## src/rtl/vga_pkg.sv

```systemverilog
// Shared types and constants for the framebuffer arbiter.
// Pixel format, frame defaults, FSM states and read-return tags.
package vga_pkg;

  localparam int PIX_W = 8;
  localparam int R_MSB = 7;
  localparam int R_LSB = 5;
  localparam int G_MSB = 4;
  localparam int G_LSB = 2;
  localparam int B_MSB = 1;
  localparam int B_LSB = 0;

  localparam int H_PIX_DEF = 320;
  localparam int V_PIX_DEF = 240;

  typedef enum logic [1:0] {
    ST_IDLE  = 2'd0,
    ST_FETCH = 2'd1,
    ST_DONE  = 2'd2
  } state_e;

  typedef enum logic {
    TAG_DISP = 1'b0,
    TAG_HOST = 1'b1
  } tag_e;

endpackage

```

## src/rtl/vga_fb_arbiter_if.sv

```systemverilog
// Host request bus of the framebuffer arbiter.
// master: host side; slave: arbiter side (ready/rvalid/rdata back).
interface vga_fb_arbiter_if #(
  parameter int ADDR_W = 17
);
  import vga_pkg::*;

  logic              valid;
  logic              we;
  logic [ADDR_W-1:0] addr;
  logic [PIX_W-1:0]  wdata;
  logic              ready;
  logic              rvalid;
  logic [PIX_W-1:0]  rdata;

  modport master (
    output valid, we, addr, wdata,
    input  ready, rvalid, rdata
  );

  modport slave (
    input  valid, we, addr, wdata,
    output ready, rvalid, rdata
  );
endinterface

```

## src/rtl/vga_pix_fifo.sv

```systemverilog
// Show-ahead pixel FIFO; head visible on dout, 0 when empty.
// Ports: push/din, pop, flush, level, empty, underflow (pop on empty).
module vga_pix_fifo
  import vga_pkg::*;
#(
  parameter int DEPTH = 8,
  parameter int LW    = $clog2(DEPTH) + 1
) (
  input  logic             clk,
  input  logic             rst_n,
  input  logic             push,
  input  logic [PIX_W-1:0] din,
  input  logic             pop,
  input  logic             flush,
  output logic [PIX_W-1:0] dout,
  output logic [LW-1:0]    level,
  output logic             empty,
  output logic             underflow
);
  localparam int PW = $clog2(DEPTH);

  logic [PIX_W-1:0] mem [DEPTH];
  logic [PW-1:0]    wr_ptr;
  logic [PW-1:0]    rd_ptr;
  logic             do_push;
  logic             do_pop;

  assign empty     = (level == '0);
  assign do_pop    = pop && !empty;
  assign do_push   = push && ((level != LW'(DEPTH)) || do_pop);
  assign underflow = pop && empty;
  assign dout      = empty ? '0 : mem[rd_ptr];

  always_ff @(posedge clk) begin
    if (do_push && !flush)
      mem[wr_ptr] <= din;
  end

  always_ff @(posedge clk or negedge rst_n) begin
    if (!rst_n) begin
      wr_ptr <= '0;
      rd_ptr <= '0;
      level  <= '0;
    end else if (flush) begin
      wr_ptr <= '0;
      rd_ptr <= '0;
      level  <= '0;
    end else begin
      if (do_push) wr_ptr <= wr_ptr + 1'b1;
      if (do_pop)  rd_ptr <= rd_ptr + 1'b1;
      level <= level + LW'(do_push) - LW'(do_pop);
    end
  end
endmodule

```

## src/rtl/vga_fb_arbiter.sv

```systemverilog
// Shares the single-port framebuffer between display scanout and host.
// Ports: frame_start/pix_pop in, pix_data/pix_underflow out, host bus, mem_*.
module vga_fb_arbiter
  import vga_pkg::*;
#(
  parameter int              H_PIX      = H_PIX_DEF,
  parameter int              V_PIX      = V_PIX_DEF,
  parameter int              ADDR_W     = 17,
  parameter logic [ADDR_W-1:0] FB_BASE  = '0,
  parameter int              FIFO_DEPTH = 8,
  parameter int              LOW_WM     = 3
) (
  input  logic              app_clk,
  input  logic              app_arst_n,
  input  logic              frame_start,
  input  logic              pix_pop,
  output logic [PIX_W-1:0]  pix_data,
  output logic              pix_underflow,
  vga_fb_arbiter_if.slave   host,
  output logic              mem_en,
  output logic              mem_we,
  output logic [ADDR_W-1:0] mem_addr,
  output logic [PIX_W-1:0]  mem_wdata,
  input  logic [PIX_W-1:0]  mem_rdata
);
  localparam int TOTAL = H_PIX * V_PIX;
  localparam int CNT_W = $clog2(TOTAL + 1);
  localparam int LW    = $clog2(FIFO_DEPTH) + 1;
  localparam logic [LW-1:0] WM   = LW'(LOW_WM);
  localparam logic [LW-1:0] FULL = LW'(FIFO_DEPTH);

  state_e            state, state_nx;
  logic [ADDR_W-1:0] fetch_addr;
  logic [CNT_W-1:0]  fetch_cnt;
  logic              rd_pend;
  tag_e              rd_tag;

  logic [LW-1:0]     level;
  logic [LW-1:0]     credits;
  logic              disp_ret;
  logic              disp_ok;
  logic              urgent;
  logic              grant_d;
  logic              grant_h;
  logic              fifo_empty;
  logic              uf_pulse;

  // A read returning in a frame_start cycle belongs to the old frame.
  assign disp_ret = rd_pend && (rd_tag == TAG_DISP);
  assign credits  = level + LW'(disp_ret);

  // No display fetch in the frame_start cycle, so nothing stale is issued.
  assign disp_ok = (state == ST_FETCH) && !frame_start;
  assign urgent  = disp_ok && (credits < WM);
  assign grant_h = host.valid && !urgent;
  assign grant_d = urgent || (!host.valid && disp_ok && (credits < FULL));

  assign host.ready  = grant_h;
  assign host.rvalid = rd_pend && (rd_tag == TAG_HOST);
  assign host.rdata  = host.rvalid ? mem_rdata : '0;

  always_comb begin
    mem_en    = 1'b0;
    mem_we    = 1'b0;
    mem_addr  = '0;
    mem_wdata = '0;
    state_nx  = state;
    unique case (1'b1)
      grant_d: begin
        mem_en   = 1'b1;
        mem_addr = fetch_addr;
      end
      grant_h: begin
        mem_en    = 1'b1;
        mem_we    = host.we;
        mem_addr  = host.addr;
        mem_wdata = host.wdata;
      end
      default: ;
    endcase
    if (frame_start)
      state_nx = ST_FETCH;
    else if (grant_d && (fetch_cnt == CNT_W'(TOTAL - 1)))
      state_nx = ST_DONE;
  end

  always_ff @(posedge app_clk or negedge app_arst_n) begin
    if (!app_arst_n) begin
      state         <= ST_IDLE;
      fetch_addr    <= FB_BASE;
      fetch_cnt     <= '0;
      rd_pend       <= 1'b0;
      rd_tag        <= TAG_DISP;
      pix_underflow <= 1'b0;
    end else begin
      state   <= state_nx;
      rd_pend <= mem_en && !mem_we;
      rd_tag  <= grant_d ? TAG_DISP : TAG_HOST;
      if (uf_pulse)
        pix_underflow <= 1'b1;
      if (frame_start) begin
        fetch_addr <= FB_BASE;
        fetch_cnt  <= '0;
      end else if (grant_d) begin
        fetch_addr <= fetch_addr + 1'b1;
        fetch_cnt  <= fetch_cnt + 1'b1;
      end
    end
  end

  vga_pix_fifo #(
    .DEPTH (FIFO_DEPTH),
    .LW    (LW)
  ) u_fifo (
    .clk       (app_clk),
    .rst_n     (app_arst_n),
    .push      (disp_ret && !frame_start),
    .din       (mem_rdata),
    .pop       (pix_pop && !frame_start),
    .flush     (frame_start),
    .dout      (pix_data),
    .level     (level),
    .empty     (fifo_empty),
    .underflow (uf_pulse)
  );

  logic unused_ok;
  assign unused_ok = fifo_empty;
endmodule
```

## src/flat_wrapper.sv

```systemverilog
// flat-port wrapper written by rule: the top's interface ports become plain ports
module vga_fb_arbiter_flat import vga_pkg::*;
#(
  parameter int              H_PIX      = H_PIX_DEF,
  parameter int              V_PIX      = V_PIX_DEF,
  parameter int              ADDR_W     = 17,
  parameter logic [ADDR_W-1:0] FB_BASE  = '0,
  parameter int              FIFO_DEPTH = 8,
  parameter int              LOW_WM     = 3
)
  (app_clk, app_arst_n, frame_start, pix_pop, pix_data, pix_underflow, mem_en, mem_we, mem_addr, mem_wdata, mem_rdata, host_valid, host_we, host_addr, host_wdata, host_ready, host_rvalid, host_rdata);
  vga_fb_arbiter_if #(.ADDR_W(ADDR_W)) host_i ();
  input  logic app_clk;
  input  logic app_arst_n;
  input  logic frame_start;
  input  logic pix_pop;
  output logic [PIX_W-1:0] pix_data;
  output logic pix_underflow;
  output logic mem_en;
  output logic mem_we;
  output logic [ADDR_W-1:0] mem_addr;
  output logic [PIX_W-1:0] mem_wdata;
  input  logic [PIX_W-1:0] mem_rdata;
  input wire logic [$bits(host_i.valid)-1:0] host_valid;
  input wire logic [$bits(host_i.we)-1:0] host_we;
  input wire logic [$bits(host_i.addr)-1:0] host_addr;
  input wire logic [$bits(host_i.wdata)-1:0] host_wdata;
  output wire logic [$bits(host_i.ready)-1:0] host_ready;
  output wire logic [$bits(host_i.rvalid)-1:0] host_rvalid;
  output wire logic [$bits(host_i.rdata)-1:0] host_rdata;
  assign host_i.valid = host_valid;
  assign host_i.we = host_we;
  assign host_i.addr = host_addr;
  assign host_i.wdata = host_wdata;
  assign host_ready = host_i.ready;
  assign host_rvalid = host_i.rvalid;
  assign host_rdata = host_i.rdata;
  vga_fb_arbiter #(.H_PIX(H_PIX), .V_PIX(V_PIX), .ADDR_W(ADDR_W), .FB_BASE(FB_BASE), .FIFO_DEPTH(FIFO_DEPTH), .LOW_WM(LOW_WM)) u_core (.app_clk(app_clk), .app_arst_n(app_arst_n), .frame_start(frame_start), .pix_pop(pix_pop), .pix_data(pix_data), .pix_underflow(pix_underflow), .host(host_i), .mem_en(mem_en), .mem_we(mem_we), .mem_addr(mem_addr), .mem_wdata(mem_wdata), .mem_rdata(mem_rdata));
endmodule
```

## config.mk

```make
export PLATFORM = sky130hd
export DESIGN_NAME = vga_fb_arbiter_flat
export DESIGN_NICKNAME = d
export VERILOG_FILES = /design/src/rtl/vga_pkg.sv /design/src/rtl/vga_fb_arbiter_if.sv /design/src/rtl/vga_pix_fifo.sv /design/src/rtl/vga_fb_arbiter.sv /design/src/flat_wrapper.sv
export SDC_FILE = /design/constraint.sdc
export NUM_CORES = 1
export LEC_CHECK = 0
export BUFFER_PORTS_ARGS = -buffer_cell sky130_fd_sc_hd__buf_2
export CAP_MARGIN = 10
export CORE_ASPECT_RATIO = 1.25
export CORE_MARGIN = 4
export CORE_UTILIZATION = 57
export CTS_CLUSTER_SIZE = 24
export DETAILED_ROUTE_END_ITERATION = 10
export PLACE_DENSITY = 0.84
export SYNTH_ARGS = -nofsm -noshare
export SYNTH_HDL_FRONTEND = slang
export SYNTH_HIERARCHICAL = 1
export SYNTH_SLANG_ARGS = --single-unit
```

## constraint.sdc

```tcl
create_clock -name app_clk -period 3.6 [get_ports app_clk]
set_clock_uncertainty 0.2 [all_clocks]
set_input_delay 0.54 -clock app_clk [delete_from_list [all_inputs] [get_ports app_clk]]
set_output_delay 0.54 -clock app_clk [all_outputs]
set_load 0.01 [all_outputs]
```

# --- Word-level counts from Yosys, hierarchy flattened ---
# Memory sizes are Yosys's and may differ from the RTL's.
# Cells that the tools add are included.
op_classes:
  n_addsub: 7
  magnitude_cmp: 2
  eq_ne: 3
  n_mux: 20
  bitwise_logic: 1
  n_reduce_logical: 28
ops:
  columns: ["op", "count"]
  rows:
  - ["$mux W17", 4]
  - ["$add A17 B1 Y17 const B", 2]
  - ["$pmux W17 S2", 1]
  - ["$mux W8", 3]
  - ["$eq A17 B17 Y1 const B", 1]
  - ["$logic_and A1 B1 Y1", 15]
  - ["$mux W3", 4]
  - ["$add A4 B1 Y4", 2]
  - ["$reduce_bool A2 Y1", 4]
  - ["$add A3 B1 Y3 const B", 2]
  - ["$logic_not A1 Y1", 5]
  - ["$mux W1", 5]
  - ["$logic_not A4 Y1", 1]
  - ["$lt A4 B2 Y1 const B", 1]
  - ["$lt A4 B4 Y1 const B", 1]
  - ["$mux W2", 2]
  - ["$mux W4", 1]
  - ["$ne A4 B4 Y1 const B", 1]
  - ["$sub A4 B1 Y4", 1]
  - ["$eq A2 B1 Y1 const B", 1]
  - ["$logic_or A1 B1 Y1", 2]
  - ["$reduce_or A2 Y1", 1]
  - ["$not A1 Y1", 1]
word_totals:
  ff_bits: 49
  mem_bits_rw: 64
  input_bits: 39
  out_inout_bits: 46
  word_cells: 71
  mem_count: 1
mem_list:
  columns: ["name", "depth", "width", "read_ports", "rd_clocked_by_memory_dff", "wr", "line_no", "text"]
  rows:
  - ["u_core.u_fifo.mem", 8, 8, 1, 0, 1, "vga_pix_fifo.sv:22", "logic [PIX_W-1:0] mem [DEPTH];"]

# --- Logic depth before layout (Yosys ltp) ---
logic_depth:
  depth_word: 10
  ltp_mapped: 11

# --- Modules after synthesis ---
# Netlist, hierarchy kept.
modules_own_cells:
  columns: ["mod", "n_inst", "cells_each", "area_each_um2", "seq_area_each_um2"]
  rows:
  - ["vga_pix_fifo", 1, 174, 3123.0, 2172.1]
  - ["vga_fb_arbiter", 1, 262, 2318.5, 975.9]

# --- Worst setup path before layout ---
# OpenSTA, ideal clock, no wires.
synth_timing:
  kind: "flip-flop to output port"
  start: "register u_core.rd_pend"
  end: "output mem_addr[15]"
  arrival_time_ns: 2.367
  t_required_ns: 2.860
  slack_ns: 0.493
  path_stages_with_launch: 11
  path_buffers: 2
  cell_sequence: "dfrtp_1 nor2b_1 ha_1 ha_1 xnor2_1 a21oi_1 nor3_1 inv_1 clkbuf_1 clkbuf_1 o21ai_0"
synth_between:
  elab_chain_len: 7
  elab_cells_between_ends: 10
  cone_classes: "1 x add/sub; 2 x order compare; 1 x mux; 6 x reduce/logical"
synth_rtl:
  columns: ["element", "line_no", "text"]
  rows:
  - ["start, declared", "vga_fb_arbiter.sv:35", "logic rd_pend;"]
  - ["start signal, assigned", "vga_fb_arbiter.sv:97", "rd_pend <= mem_en && !mem_we;"]
  - ["$logic_and A1 B1 Y1 *", "vga_fb_arbiter.sv:49", "assign disp_ret = rd_pend && (rd_tag == TAG_DISP);"]
  - ["$add A4 B1 Y4 *", "vga_fb_arbiter.sv:50", "assign credits = level + LW'(disp_ret);"]
  - ["$lt A4 B2 Y1", "vga_fb_arbiter.sv:54", "assign urgent = disp_ok && (credits < WM);"]
  - ["$logic_and A1 B1 Y1", "vga_fb_arbiter.sv:54", null]
  - ["$logic_not A1 Y1", "vga_fb_arbiter.sv:55", "assign grant_h = host.valid && !urgent;"]
  - ["$logic_and A1 B1 Y1", "vga_fb_arbiter.sv:55", null]
  - ["$pmux W17 S2 *", "vga_fb_arbiter.sv:68", "unique case (1'b1)"]
  - ["end, declared", "flat_wrapper.sv:21", "output logic [ADDR_W-1:0] mem_addr;"]
# Mark *: on every way between the ends. The rest lies on a longest branch, timed or not.

# --- Worst setup path after layout ---
layout_timing:
  start: "register u_core.rd_pend"
  end: "output mem_addr[1]"
# Same word-level chain as after synthesis.

==> run summary <==
status - finished clean
core area - 9220 sq um
Final Hold Vio Count - 0
register area - 3150 sq um
global-route wire length before repair - 20,800 microns
worst skew pair latency - 0.41 ns
filler instances - 571
Post-Place Setup Slack - 0.349 ns
Largest delay share family, worst path - buffers and inverters
# IOs - 85
Least-Margin Pin Slew - 0.827 ns
die extent in y - 117 microns
Arr. time, crit path - 2.68 ns
final setup TNS - 0 ns
Maximum Capacitance Violations - 0
Worst path slowest cell - dfrtp_2
GRT Total Usage - 25.1%
vias in the first global route - 4,146
sequential share of the synthesized area - 57.9%
Multi-input gate area - 2190 sq um
Synth async-reset ratio - 43.4%
CTS Sinks - 113
peak supply drop - 0.000430 V
count leader, synth - edfxtp_1
Vias/cell - 6.11
I/O Buffers - 84
final critical-path share of the clock period - 95.1%
Crit Path Category - reg2out
CTS tree - yes
leak pwr - 2.72 nW
Final nets - 590
share of layout cells above drive strength 1 - 29.0%
Routed Antenna Nets - 0
synth top area cells - edfxtp_1, dfrtp_1, mux4_2
GP Congestion - 0.815
Mean Syn Cell Area - 12.5 sq um
FP Rows - 39
Final Hold Slack - 0.171 ns
crit path cell chain - nor2b_1, ha_1, ha_1, xnor2_2, buf_4, a41oi_2, buf_4, a22o_1, buf_2
P per Cell Area - 625 nW/um^2
full die area - 11,200 sq um
Clock Pin Slew Worst Setup and Hold Paths - 0.05 ns
DRC viols - 0
Yosys reg bits - 113
Period minus WS final - 3.42 ns
Max H-tree Level - 4
Synth area leader - edfxtp_1
critical path fanouts, max - 27
Num CTS Buffers - 17
worst rel slew slack - 44.9%
Antenna Cells - 0
routed via count - 4,122
layout overhead on the synthesized area - 24.9%
Slew Limit Fails - 0
Routed WL - 13,600 microns
largest net degree at the start of global routing - 50
drt initial violations - 367
number of synthesized flops with an enable pin - 64
Worst Hold Class - in2reg
type of element capturing the critical path - primary output
Die X - 95.4 microns
final setup fails - 0
f_max - 0.292 GHz
Cells after Synth - 436
HPWL after detailed placement - 8630 microns
fin util - 73.7%
Clock Path Buffers - 2
Netlist cell types - 47
total number of yosys warnings - 6
main flop type after synthesis - edfxtp_1
Commonest cells post-synth - edfxtp_1, dfrtp_1, nor2_1, o21ai_0, a22o_1
Final WS setup - 0.177 ns
clock root buffer master - clkbuf_16
power after layout - 4.25 mW
data required time of the critical path - 2.86 ns
mapped cell area - 5440 sq um
RSZ-0062 raised after global routing - false
CP max stage delay - 0.49 ns
startpoint type of the worst setup path - register
Synth top area share - 35.3%
Critical path buffers and inverters - 3
total gr overflow - 0
DR WL/cell - 20.1 microns
Syn Nets - 487
initial antenna violation count - 0
initial core utilization - 59.0%
drt pass-1 iters - 5
-- per-stage QoR --
step / instance area, sq um / std cells
global placement: 6050 / 640
finish: 6800 / 675
CTS: 6730 / 672
floorplan: 5440 / 436
global route: 6800 / 675
detailed placement: 6050 / 640
-- final cells by class --
cell class | instances | share of cell area, %
Sequential cell | 113 | 46.3
Multi-Input combinational cell | 290 | 32.2
Timing Repair Buffer | 104 | 8.67
Clock buffer | 18 | 6.32
Clock inverter | 14 | 3.50
Tap cell | 123 | 2.26
Inverter | 13 | 0.718
-- path summary, 6_finish.rpt --
kind	startpoint	end	slack [ns]	cells after the start
setup / recovery	u_core/rd_pend	mem_addr[1]	0.18	9
hold reg to reg	u_core/pix_underflow	u_core/pix_underflow	0.29	1
min in group asynchronous	app_arst_n	u_core/pix_underflow	0.34	2
max in group asynchronous	app_arst_n	u_core/rd_pend	2.34	3
hold / removal	host_we	u_core/rd_pend	0.17	2
setup reg to reg	u_core/rd_pend	u_core/fetch_cnt[5]	0.47	10
-- worst reg2reg max path: cells and delay by family, from the launching register on --
family          cells  cell delay (ns)
simple gates        3             0.93
flops               1             0.49
fa+ha+maj           2             0.45
buf+inv             2             0.35
compound gates      2             0.34
xor+xnor            1             0.30
-- layer usage --
metal	up-vias	global-route usage [%]	part of all wire, %
met1	2021	28.0	36
met5	-	0	0
met4	0	9.58	2.1
met2	208	46.0	56
met3	28	6.07	6.3
li1	1865	-	-
-- power by group --
group / internal (mW) / total [mW] / switching, mW
Clock: 1.30 / 1.90 / 0.600
Combinational: 0.376 / 0.838 / 0.462
Sequential: 1.42 / 1.52 / 0.0924
Total: 3.10 / 4.25 / 1.15
-- cell families after synthesis --
kind of cell | share of synthesized area (%)
and+or+nand+nor | 16.5
DFF | 57.9
AOI/OAI and AO/OA | 9.93
buffers and inverters | 2.78
muxes | 7.47
xor gates and xnor gates | 2.58
adders and majority gates | 2.90
-- placed cells by master (no fill, tap or decap), types with 8 or more instances in the layout --
cell,n
a21oi_1,20
a22o_1,23
and2_1,11
and3_1,10
buf_2,84
buf_4,17
clkbuf_16,17
dfrtp_1,48
edfxtp_1,64
ha_1,11
inv_1,13
mux4_2,15
nand2_1,19
nand3_1,18
nor2_1,27
o21ai_0,27
or3_1,13
or4_1,8
xnor2_1,8
-- sequential cells by signal, indices dropped and copies added, names as in the netlist --
name,count
u_core/fetch_addr,17
u_core/fetch_cnt,17
u_core/pix_underflow,1
u_core/rd_pend,1
u_core/rd_tag,1
u_core/state,2
u_core/u_fifo/level,4
u_core/u_fifo/mem,64
u_core/u_fifo/rd_ptr,3
u_core/u_fifo/wr_ptr,3
-- repair_timing --
action                     CTS  global route
buffers inserted             0             1
setup endpoints to repair   17            17
pin swaps                    0             1
gates resized for setup      2             5
hold buffers                 0             1
hold endpoints to repair     0            10
(Power assumes the default switching activity.)
